### config.mk
export PLATFORM = sky130hd
export DESIGN_NAME = array_bin_mult
export DESIGN_NICKNAME = d
export VERILOG_FILES = /design/src/rtl/array_bin_mult_pkg.sv /design/src/rtl/array_bin_mult_fa_cell.sv /design/src/rtl/array_bin_mult.sv
export SDC_FILE = /design/constraint.sdc
export NUM_CORES = 1
export LEC_CHECK = 0
export ABC_AREA = 1
export BUFFER_PORTS_ARGS = -buffer_cell sky130_fd_sc_hd__buf_2
export CORE_MARGIN = 2
export CORE_UTILIZATION = 57
export DETAILED_ROUTE_END_ITERATION = 10
export PLACE_DENSITY = 0.86
export SLEW_MARGIN = 15
export SYNTH_ARGS = -nofsm -noshare
export SYNTH_HDL_FRONTEND = slang
export SYNTH_HIERARCHICAL = 1
export SYNTH_SLANG_ARGS = --single-unit
### constraint.sdc
create_clock -name clock -period 13.9 [get_ports clock]
set_clock_uncertainty 0.1 [all_clocks]
set_input_delay 2.78 -clock clock [delete_from_list [all_inputs] [get_ports clock]]
set_output_delay 2.78 -clock clock [all_outputs]
set_load 0.03 [all_outputs]
### src/rtl/array_bin_mult_pkg.sv
// Shared width constants for the array multiplier slice.
package array_bin_mult_pkg;
    localparam int W  = 16;
    localparam int PW = 2 * W;
endpackage

### src/rtl/array_bin_mult_fa_cell.sv
// One-bit full adder used as the building block of the multiplier array.
module fa_cell (
    input  logic a,
    input  logic b,
    input  logic cin,
    output logic sum,
    output logic cout
);
    assign sum  = a ^ b ^ cin;
    assign cout = (a & b) | (a & cin) | (b & cin);
endmodule

### src/rtl/array_bin_mult.sv
// Two-stage unsigned W x W multiplier: registered operands, carry-save array of
// full-adder rows, ripple-carry final row, registered product.
module array_bin_mult
    import array_bin_mult_pkg::*;
(
    input  logic          clock,
    input  logic          reset,
    input  logic          start,
    input  logic [W-1:0]  mlier,
    input  logic [W-1:0]  mcand,
    output logic [PW-1:0] prodt,
    output logic          valid
);
    logic [W-1:0]  a_p1;
    logic [W-1:0]  b_p1;
    logic          vld_p1;
    logic [W-1:0]  pp [W];
    logic [PW-1:0] prod_c;

    // Stage 1: operand capture
    always_ff @(posedge clock or negedge reset) begin
        if (!reset) begin
            a_p1   <= '0;
            b_p1   <= '0;
            vld_p1 <= 1'b0;
        end else begin
            vld_p1 <= start;
            if (start) begin
                a_p1 <= mlier;
                b_p1 <= mcand;
            end
        end
    end

    always_comb begin
        for (int i = 0; i < W; i++) begin
            pp[i] = a_p1 & {W{b_p1[i]}};
        end
    end

    assign prod_c[0] = pp[0][0];

    // Row i holds sum bits of weight i+j and carry bits of weight i+j+1;
    // its bit 0 is already final and becomes product bit i.
    for (genvar i = 1; i < W; i++) begin : row
        logic [W-1:0] s_v;
        logic [W-1:0] c_v;
        for (genvar j = 0; j < W; j++) begin : col
            logic sin;
            logic cin;
            if (i == 1) begin : g_first
                assign cin = 1'b0;
                if (j < W - 1) begin : g_in
                    assign sin = pp[0][j+1];
                end else begin : g_top
                    assign sin = 1'b0;
                end
            end else begin : g_rest
                assign cin = row[i-1].c_v[j];
                if (j < W - 1) begin : g_in
                    assign sin = row[i-1].s_v[j+1];
                end else begin : g_top
                    assign sin = 1'b0;
                end
            end
            fa_cell u_fa (
                .a   (pp[i][j]),
                .b   (sin),
                .cin (cin),
                .sum (s_v[j]),
                .cout(c_v[j])
            );
        end
        assign prod_c[i] = s_v[0];
    end

    // Final carry out of the ripple row is always zero for unsigned operands.
    for (genvar j = 0; j < W; j++) begin : rip
        logic b_in;
        logic ci;
        logic co;
        if (j < W - 1) begin : g_in
            assign b_in = row[W-1].s_v[j+1];
        end else begin : g_top
            assign b_in = 1'b0;
        end
        if (j == 0) begin : g_c0
            assign ci = 1'b0;
        end else begin : g_cn
            assign ci = rip[j-1].co;
        end
        fa_cell u_fa (
            .a   (row[W-1].c_v[j]),
            .b   (b_in),
            .cin (ci),
            .sum (prod_c[W+j]),
            .cout(co)
        );
    end

    // Stage 2: product register
    always_ff @(posedge clock or negedge reset) begin
        if (!reset) begin
            prodt <= '0;
            valid <= 1'b0;
        end else begin
            valid <= vld_p1;
            if (vld_p1) begin
                prodt <= prod_c;
            end
        end
    end
endmodule

; ---- Word level (Yosys, flattened, before mapping)
; Cells that the tools add are included.
[op_classes]
bitwise_logic = 1616
[op_table]
columns = operator, count
row1 = $and 1x1->1, 688
row2 = $xor 1x1->1, 464
row3 = $or 1x1->1, 448
row4 = $and 16x16->16, 16
[totals]
register_bits = 66
inputBits = 35
out_inout_bits = 33
elab_cells = 1621

; ---- Logic depth before layout (Yosys ltp)
; Gate-level depths: netlist of the first run.
[logic_depth]
depth_word = 87
depth_mapped = 37
depth_no_buf = 35

; ---- Modules after synthesis
; The synthesis of the first run kept the hierarchy.
[by_module_without_submodules]
columns = module, n_inst, cells_per_inst, area_each_um2, seq_area_each_um2
row1 = fa_cell, 256, 1, 20.0, 0.0
row2 = array_bin_mult, 1, 849, 4986.0, 1651.6

; ---- Worst setup path before layout of the first run
; No wires, ideal clock.
[synth_timing]
path_type = reg2reg
start = register b_p1[1]
end = register prodt[31]
setup_ns = 0.118
t_arrival_ns = 14.313
required_ns = 13.682
slack_ns = -0.631
path_stages_with_launch = 38
n_path_buf = 2
period_less_slack_ns = 14.531
path_cell_list = dfrtp_1 -> buf_4 -> buf_4 -> nand2_1 -> inv_1 -> fa_1 -> fa_1 -> fa_1 -> fa_1 -> fa_1 -> fa_1 -> fa_1 -> fa_1 -> fa_1 -> fa_1 -> fa_1 -> fa_1 -> fa_1 -> [2 not listed] -> fa_1 -> fa_1 -> fa_1 -> fa_1 -> fa_1 -> fa_1 -> fa_1 -> fa_1 -> fa_1 -> fa_1 -> fa_1 -> fa_1 -> fa_1 -> fa_1 -> fa_1 -> fa_1 -> nand2_1 -> nand2_1
[synth_lines]
columns = element, line_no
row1 = start: declaration, array_bin_mult.sv:15  ; logic [W-1:0] b_p1;
row2 = start signal: assignment, array_bin_mult.sv:30  ; b_p1 <= mcand;
row3 = end signal: assignment, array_bin_mult.sv:109  ; prodt <= prod_c;
row4 = end: declaration, array_bin_mult.sv:11  ; output logic [PW-1:0] prodt,

==> impl_table.tex, run 1 <==
\begin{tabular}{lr}
\hline
Metric & Value \\
\hline
\multicolumn{2}{l}{\textbf{Flow run}} \\
\quad Count of maximum capacitance violations & 0 \\
\multicolumn{2}{l}{\textbf{Timing}} \\
\quad Time the worst path needs with I/O delays and setup & 13.87 ns \\
\quad Final setup viols & 0 \\
\quad Max-slew headroom & between 40\% and 50\% \\
\quad Number of max-slew violations in the final report & 0 \\
\quad Setup repair after global routing missed its margin & yes \\
\quad Actual slew at the worst max-slew pin & 0.8242 ns \\
\quad Maximum clock frequency & 0.07209 GHz \\
\quad Fin. Hold Viols & 0 \\
\quad Share of the cycle needed by the critical path after routing & $\sim$100\% \\
\multicolumn{2}{l}{\textbf{Clock tree}} \\
\quad Number of buffers inserted for hold repair after clock tree synthesis & 0 \\
\quad H-tree Lvls & 3 \\
\quad Clock-pin slew on the worst setup and hold paths & 0.06 ns \\
\quad Clock latency at the later pin of the worst-skew pair & 0.35 ns \\
\quad Total CTS buffers & 9 \\
\quad CTS Root Buffer Type & sky130\_fd\_sc\_hd\_\_clkbuf\_16 \\
\quad Clock sink count & 66 \\
\quad Maximum clock insertion buffer count & 2 \\
\quad Clock tree from TritonCTS & done \\
\multicolumn{2}{l}{\textbf{Worst setup path}} \\
\quad Cell repeated most along the worst path & sky130\_fd\_sc\_hd\_\_fa\_2 \\
\quad Worst setup path start & b\_p1[0]\$\_DFFE\_PN0P\_ \\
\quad Minimum setup slack among reg-to-reg paths & approximately 0.029 ns \\
\quad R2R Path Start & b\_p1[0]\$\_DFFE\_PN0P\_ \\
\quad Data required time at the worst endpoint & approximately 14 ns \\
\quad Reg2Reg Depth & 37 \\
\quad Worst Setup End Kind & register \\
\quad Class of the most critical setup path & register to register \\
\quad Termination of the worst setup path & prodt[31]\$\_DFFE\_PN0P\_ \\
\quad Longest individual stage delay on the worst path & 0.61 ns \\
\quad Critical Path Source Type & register \\
\quad Slowest CP cell & sky130\_fd\_sc\_hd\_\_fa\_2 \\
\quad Signal arrival time at the worst endpoint & roughly 14 ns \\
\quad Reg-to-reg critical path endpoint & prodt[31]\$\_DFFE\_PN0P\_ \\
\quad Maximum fanout along the worst path & 13 \\
\multicolumn{2}{l}{\textbf{Finish}} \\
\quad Ant. Diodes & 0 \\
\quad Fraction of final layout cells with drive strength greater than 1 & 13.79\% \\
\quad Share of the core filled with cells & 62.12\% \\
\quad Fill cell total of the finished layout & 1352 \\
\quad Area added between synthesis and finish & 6.262\% \\
\quad Total Nets Final & 1446 \\
\multicolumn{2}{l}{\textbf{Yosys}} \\
\quad Share of the yosys chip area belonging to registers & around 16\% \\
\quad Synthesized instance count & 1105 \\
\quad Post-Syn Area per Cell & 9.150 um2 \\
\quad Count of distinct cell types in the synthesized netlist & 13 \\
\quad Share of the synthesized area in the top cell type & 50.69\% \\
\quad Cell type with the largest total area after synthesis & sky130\_fd\_sc\_hd\_\_fa\_1 \\
\quad Post-synthesis instance area & 10110 um2 \\
\quad Syn. warnings & 6 \\
\quad Count of state elements after synthesis & 66 \\
\quad Synth area leaders & sky130\_fd\_sc\_hd\_\_fa\_1 51\%, sky130\_fd\_sc\_hd\_\_dfrtp\_1 16\%, sky130\_fd\_sc\_hd\_\_nand2\_1 16\% \\
\multicolumn{2}{l}{\textbf{Place}} \\
\quad Quantity of I/O buffers inserted on ports & 67 \\
\quad Detailed placer's ending HPWL & 15050 um \\
\quad Placer congestion estimate & 0.8029 \\
\multicolumn{2}{l}{\textbf{Routing}} \\
\quad DRC violations left & 0 \\
\quad Wire per inst & 13.25 um \\
\quad Total number of vias & 6548 \\
\quad WL final & 18350 um \\
\quad Via density & 4.728 \\
\quad Pre-Repair DR Iteration Count & 4 \\
\quad Initial drt markers & 286 \\
\quad ANT nets after route & 0 \\
\multicolumn{2}{l}{\textbf{Floorplan}} \\
\quad Die Width & 137.2 um \\
\quad Vertical die dimension & between 100 and 150 um \\
\quad Placement row count & between 40 and 50 \\
\quad Starting Density & 58.46\% \\
\quad IO Count & 68 \\
\quad Core region area & 17300 um2 \\
\quad Total Die Area & 18820 um2 \\
\multicolumn{2}{l}{\textbf{Global routing}} \\
\quad Overflow left after global routing & 0 \\
\quad Initial antenna violation count & 0 \\
\quad Maximum number of pins on one net before global-route repair & 67 \\
\quad Global router's overall resource usage & 21.86\% \\
\quad Via count of the first global-routing pass & 7342 \\
\quad Wire length of the first global-routing pass & 32000 um \\
\multicolumn{2}{l}{\textbf{Run status}} \\
\quad Status & finished clean \\
\multicolumn{2}{l}{\textbf{Worst hold path}} \\
\quad Worst hold path class & register to register \\
\hline
\end{tabular}
==> layout by cell type (no fill, tap or decap) <==
cell / netlist / layout
sky130_fd_sc_hd__buf_4: 36 / 16
sky130_fd_sc_hd__bufinv_16: 0 / 1
sky130_fd_sc_hd__buf_2: 16 / 67
sky130_fd_sc_hd__nand3_1: 1 / 1
sky130_fd_sc_hd__fa_1: 256 / 209
sky130_fd_sc_hd__clkinv_2: 0 / 4
sky130_fd_sc_hd__buf_6: 25 / 2
sky130_fd_sc_hd__inv_1: 255 / 255
sky130_fd_sc_hd__dfrtp_2: 0 / 1
sky130_fd_sc_hd__clkbuf_16: 0 / 9
sky130_fd_sc_hd__clkinvlp_4: 0 / 1
sky130_fd_sc_hd__conb_1: 1 / 33
sky130_fd_sc_hd__dfrtp_1: 66 / 65
sky130_fd_sc_hd__inv_4: 1 / 1
sky130_fd_sc_hd__clkbuf_1: 0 / 1
sky130_fd_sc_hd__nand2_2: 10 / 10
sky130_fd_sc_hd__fa_2: 0 / 47
sky130_fd_sc_hd__inv_8: 1 / 1
sky130_fd_sc_hd__nand2_1: 436 / 436
==> layout make-up <==
| cell class | count | area (um2) | share of cell area (%) |
|---|---|---|---|
| inverters | 257 | 974.7 | 9.072 |
| repair buffers | 85 | 478.0 | 4.449 |
| flip-flops and latches | 66 | 1653 | 15.38 |
| clock buffers | 10 | 229.0 | 2.131 |
| clock inverters | 6 | 57.56 | 0.5357 |
| multi-input cells | 736 | 7071 | 65.81 |
| well taps | 225 | 281.5 | 2.620 |
==> cell families (layout without fill, tap and decap cells) <==
family / after synthesis / in the layout / synth area share (%)
simple gates: 447 / 447 / 16.85
fa+ha+maj: 256 / 256 / 50.69
other cells: 1 / 33 / 0.03709
buf+inv: 335 / 358 / 16.09
flops: 66 / 66 / 16.33
==> worst max-delay path, delay by kind of cell (launching register included) <==
family / cells / cell delay, ns
DFF: 1 / 0.38
adders and majority gates: 31 / 12.70
and+or+nand+nor: 3 / 0.21
buffers and inverters: 3 / 0.36
==> metrics by stage <==
stage / hold WS, ns / instance area (um2) / setup WS [ns] / cells / setup TNS (ns)
CTS: 0.3670 / 10690 / -0.0006866 / 1383 / -0.0006866
global placement: 0.3483 / 10360 / 0.09832 / 1366 / 0
detailed placement: 0.3540 / 10360 / -0.07778 / 1366 / -0.07778
floorplan: 0.2745 / 10280 / 0.03694 / 1137 / 0
finish: 0.3635 / 10740 / 0.02896 / 1385 / 0
global route: 0.3935 / 10740 / -0.2629 / 1385 / -0.2756
==> how the worst min path moves through the flow <==
stage / end / from / depth (start not counted) / slack [ns]
2_1_floorplan: valid$_DFF_PN0_ / vld_p1$_DFF_PN0_ / 0 / 0.27
6_report: prodt[2]$_DFFE_PN0P_ / prodt[2]$_DFFE_PN0P_ / 2 / 0.36
3_5_place_dp: prodt[12]$_DFFE_PN0P_ / prodt[12]$_DFFE_PN0P_ / 2 / 0.35
5_1_grt: prodt[25]$_DFFE_PN0P_ / prodt[25]$_DFFE_PN0P_ / 2 / 0.39
4_1_cts: prodt[12]$_DFFE_PN0P_ / prodt[12]$_DFFE_PN0P_ / 2 / 0.37
3_3_place_gp: prodt[3]$_DFFE_PN0P_ / prodt[3]$_DFFE_PN0P_ / 2 / 0.35
==> per-layer routing <==
layer | GRT usage (%) | share of wire (%) | up-vias
li1 | - | - | 3057
met1 | 24.17 | 37 | 3372
met2 | 41.71 | 58 | 89
met3 | 3.642 | 2.4 | 30
met4 | 8.419 | 2.5 | 0
met5 | 0 | 0 | -
==> cells in the mapped netlist <==
cell type,number
sky130_fd_sc_hd__buf_4,36
sky130_fd_sc_hd__inv_4,1
sky130_fd_sc_hd__buf_12,1
sky130_fd_sc_hd__nand2_2,10
sky130_fd_sc_hd__fa_1,256
sky130_fd_sc_hd__buf_2,16
sky130_fd_sc_hd__conb_1,1
sky130_fd_sc_hd__nand2_1,436
sky130_fd_sc_hd__nand3_1,1
sky130_fd_sc_hd__buf_6,25
sky130_fd_sc_hd__inv_1,255
sky130_fd_sc_hd__dfrtp_1,66
sky130_fd_sc_hd__inv_8,1
==> flip-flops by register name, indices dropped and copies added (netlist names) <==
| name | count |
|---|---|
| vld_p1 | 1 |
| prodt | 32 |
| b_p1 | 16 |
| valid | 1 |
| a_p1 | 16 |
==> repair_timing <==
item                                    4_1_cts  5_1_grt
gates cloned                                  0        0
resized for setup                            13       17
setup buffers                                 1        2
endpoints found under the hold margin         0        0
pin swaps                                    18       15
endpoints found under the setup margin        1        2
Power of run 1 is not shown: default switching activity piles up to over one toggle a cycle in this logic, so the estimate is an artifact.
==> run 2: changes to the inputs <==
PLACE_DENSITY = 0.75   (was 0.86)
==> impl_table.tex, run 2 (synthesized netlist as in run 1, its figures left out) <==
\begin{tabular}{lr}
\hline
Metric & Value \\
\hline
\multicolumn{2}{l}{\textbf{Run status}} \\
\quad Status & finished clean \\
\multicolumn{2}{l}{\textbf{Timing}} \\
\quad Maximum clock frequency & 0.07196 GHz (-0.19\%) \\
\quad Time the worst path needs with I/O delays and setup & 13.90 ns (+0.02607 ns) \\
\quad Share of the cycle needed by the critical path after routing & 99.98\% (+0.19 points) \\
\quad Setup repair after global routing missed its margin & yes \\
\quad Fin. Hold Viols & 0 (unchanged) \\
\quad Max-slew headroom & 42.67\% (-2.4 points) \\
\quad Final setup viols & 0 (unchanged) \\
\quad Actual slew at the worst max-slew pin & 0.8599 ns (+0.03567 ns) \\
\quad Final Worst Setup Slack & 0.002890 ns (-0.02607 ns) \\
\quad Number of max-slew violations in the final report & 0 (unchanged) \\
\multicolumn{2}{l}{\textbf{Global routing}} \\
\quad Most congested layer reported by global routing & met2 \\
\quad Met2 usage in global routing & 38.97\% (-2.7 points) \\
\quad Wire length of the first global-routing pass & 31170 um (-2.6\%) \\
\quad Maximum number of pins on one net before global-route repair & 67 (unchanged) \\
\quad Initial antenna violation count & 0 (unchanged) \\
\quad Met1 track demand over resource in global routing & 25.61\% (+1.4 points) \\
\quad Global router's overall resource usage & 21.07\% (-0.79 points) \\
\quad Via count of the first global-routing pass & 7061 (-3.8\%) \\
\quad Overflow left after global routing & 0 (unchanged) \\
\quad Global Route met3 Usage & 3.238\% (-0.40 points) \\
\multicolumn{2}{l}{\textbf{Worst setup path}} \\
\quad Data required time at the worst endpoint & 14.04 ns (about the same) \\
\quad Class of the most critical setup path & register to register \\
\quad Cell repeated most along the worst path & sky130\_fd\_sc\_hd\_\_fa\_2 \\
\quad Longest individual stage delay on the worst path & 0.56 ns (-0.05 ns) \\
\quad Signal arrival time at the worst endpoint & 14.04 ns (+0.03 ns) \\
\quad Worst Path Buf+Inv & 3 (unchanged) \\
\quad Critical Path Source Type & register \\
\quad Worst Setup End Kind & register \\
\quad Kind of cell adding the most delay to the critical path & adder cells \\
\quad Maximum fanout along the worst path & 12 (-1) \\
\quad Slowest CP cell & sky130\_fd\_sc\_hd\_\_fa\_1 \\
\multicolumn{2}{l}{\textbf{Place}} \\
\quad Pre-CTS setup slack & -0.1678 ns (-0.09003 ns) \\
\quad Detailed placer's ending HPWL & 14400 um (-4.3\%) \\
\quad Placer congestion estimate & 0.7982 (-0.59\%) \\
\quad Number of cells after detailed placement & 1366 (unchanged) \\
\quad Quantity of I/O buffers inserted on ports & 67 (unchanged) \\
\quad Instance area after placement & 10360 um2 (unchanged) \\
\multicolumn{2}{l}{\textbf{Routing}} \\
\quad Pre-Repair DR Iteration Count & 6 (+2) \\
\quad Initial drt markers & 204 (-29\%) \\
\quad DRC violations left & 0 (unchanged) \\
\quad ANT nets after route & 0 (unchanged) \\
\quad WL final & 17760 um (-3.2\%) \\
\quad Total number of vias & 6533 (-0.23\%) \\
\quad Wire per inst & 12.83 um (-3.2\%) \\
\quad Via density & 4.720 (-0.16\%) \\
\multicolumn{2}{l}{\textbf{Clock tree}} \\
\quad Clock tree from TritonCTS & done \\
\quad Total CTS buffers & 9 (unchanged) \\
\quad CTS Root Buffer Type & sky130\_fd\_sc\_hd\_\_clkbuf\_16 \\
\quad Clock sink count & 66 (unchanged) \\
\quad Clock latency at the later pin of the worst-skew pair & 0.35 ns (about the same) \\
\quad Clock-pin slew on the worst setup and hold paths & 0.06 ns (about the same) \\
\quad Maximum clock insertion buffer count & 2 (unchanged) \\
\quad H-tree Lvls & 3 (unchanged) \\
\multicolumn{2}{l}{\textbf{Finish}} \\
\quad Finished Cell Area & 10740 um2 (unchanged) \\
\quad Fraction of final layout cells with drive strength greater than 1 & 14.67\% (+0.87 points) \\
\quad Ant. Diodes & 0 (unchanged) \\
\quad Total Nets Final & 1445 (-0.069\%) \\
\quad Flip-flop count of the largest register after layout & 32 (unchanged) \\
\quad Area added between synthesis and finish & 6.262\% (unchanged) \\
\quad Final cell count without fillers & 1384 (-0.072\%) \\
\quad Most common library cell in the layout ignoring fill and taps & sky130\_fd\_sc\_hd\_\_nand2\_1 \\
\quad Top reg by flops & prodt \\
\quad Commonest cells after routing, fill and taps aside & 433 x sky130\_fd\_sc\_hd\_\_nand2\_1, 253 x sky130\_fd\_sc\_hd\_\_inv\_1, 203 x sky130\_fd\_sc\_hd\_\_fa\_1 \\
\quad Regs by FF count & prodt (32), a\_p1 (16), b\_p1 (16) \\
\multicolumn{2}{l}{\textbf{Floorplan}} \\
\quad Core region area & 17300 um2 (unchanged) \\
\quad Placement row count & 48 (unchanged) \\
\quad Die Width & 137.2 um (unchanged) \\
\quad Starting Density & 58.46\% (unchanged) \\
\quad IO Count & 68 (unchanged) \\
\quad Vertical die dimension & 137.2 um (unchanged) \\
\quad Total Die Area & 18820 um2 (unchanged) \\
\multicolumn{2}{l}{\textbf{Flow run}} \\
\quad Count of maximum capacitance violations & 0 (unchanged) \\
\multicolumn{2}{l}{\textbf{Worst hold path}} \\
\quad Worst hold path class & register to register \\
\hline
\end{tabular}
run 2: cell types whose count changed in the layout (fill, tap and decap cells not counted), sizes merged:
cell | previous run | this run
buf | 85 | 84
bufinv | 1 | 0
clkinv | 4 | 5
run 2: routing by layer:
metal / wire [um] / part of all wire, % / vias up
met5: 0 / 0 / -
met4: 352 / 2.0 / 0
met3: 376 / 2.1 / 24
met2: 10010 / 56 / 63
met1: 7020 / 40 / 3383
li1: - / - / 3063
run 2: worst paths after layout:
path                                      start                     to  slack, ns  cells past startpoint
max                         b_p1[1]$_DFFE_PN0P_  prodt[31]$_DFFE_PN0P_      0.003                     37
min                        prodt[3]$_DFFE_PN0P_   prodt[3]$_DFFE_PN0P_       0.36                      2
max reg2reg                 b_p1[1]$_DFFE_PN0P_  prodt[31]$_DFFE_PN0P_      0.003                     37
min reg2reg                prodt[3]$_DFFE_PN0P_   prodt[3]$_DFFE_PN0P_       0.36                      2
max in group asynchronous                 reset   a_p1[15]$_DFFE_PN0P_      10.61                      2
min in group asynchronous                 reset  prodt[16]$_DFFE_PN0P_       2.53                      2
run 2: final cells by class:
type | count | area (um2)
multi-input combinational | 736 | 7098
fill | 1442 | 6553
sequential | 66 | 1652
inverter | 257 | 974.7
timing repair buffer | 84 | 466.7
tap | 225 | 281.5
clock buffer | 10 | 239.0
clock inverter | 6 | 32.53
run 2: tightest hold or removal path, stage by stage, from the launching register on:
cell and delay, ns:
sky130_fd_sc_hd__dfrtp_1 0.34, sky130_fd_sc_hd__nand2_1 0.05, sky130_fd_sc_hd__nand2_1 0.04
run 2: per-stage QoR:
step | hold slack, ns | util (%) | setup TNS, ns
floorplan | 0.2745 | - | 0
global placement | 0.3485 | 59.89 | 0
CTS | 0.3675 | 61.56 | -0.1758
finish | 0.3611 | 62.12 | 0
detailed placement | 0.3532 | 59.89 | -0.1678
global route | 0.3827 | 62.12 | -0.3977
run 2: what timing repair did:
| item | 4_1_cts | 5_1_grt |
|---|---|---|
| setup buffers | 1 | 1 |
| hold buffers | 0 | 0 |
| gates resized for setup | 5 | 35 |
| endpoints found under the hold margin | 0 | 0 |
| endpoints found under the setup margin | 1 | 2 |
| pin swaps | 13 | 21 |
| cloned | 0 | 0 |
Power of run 2 is left out for the same reason.
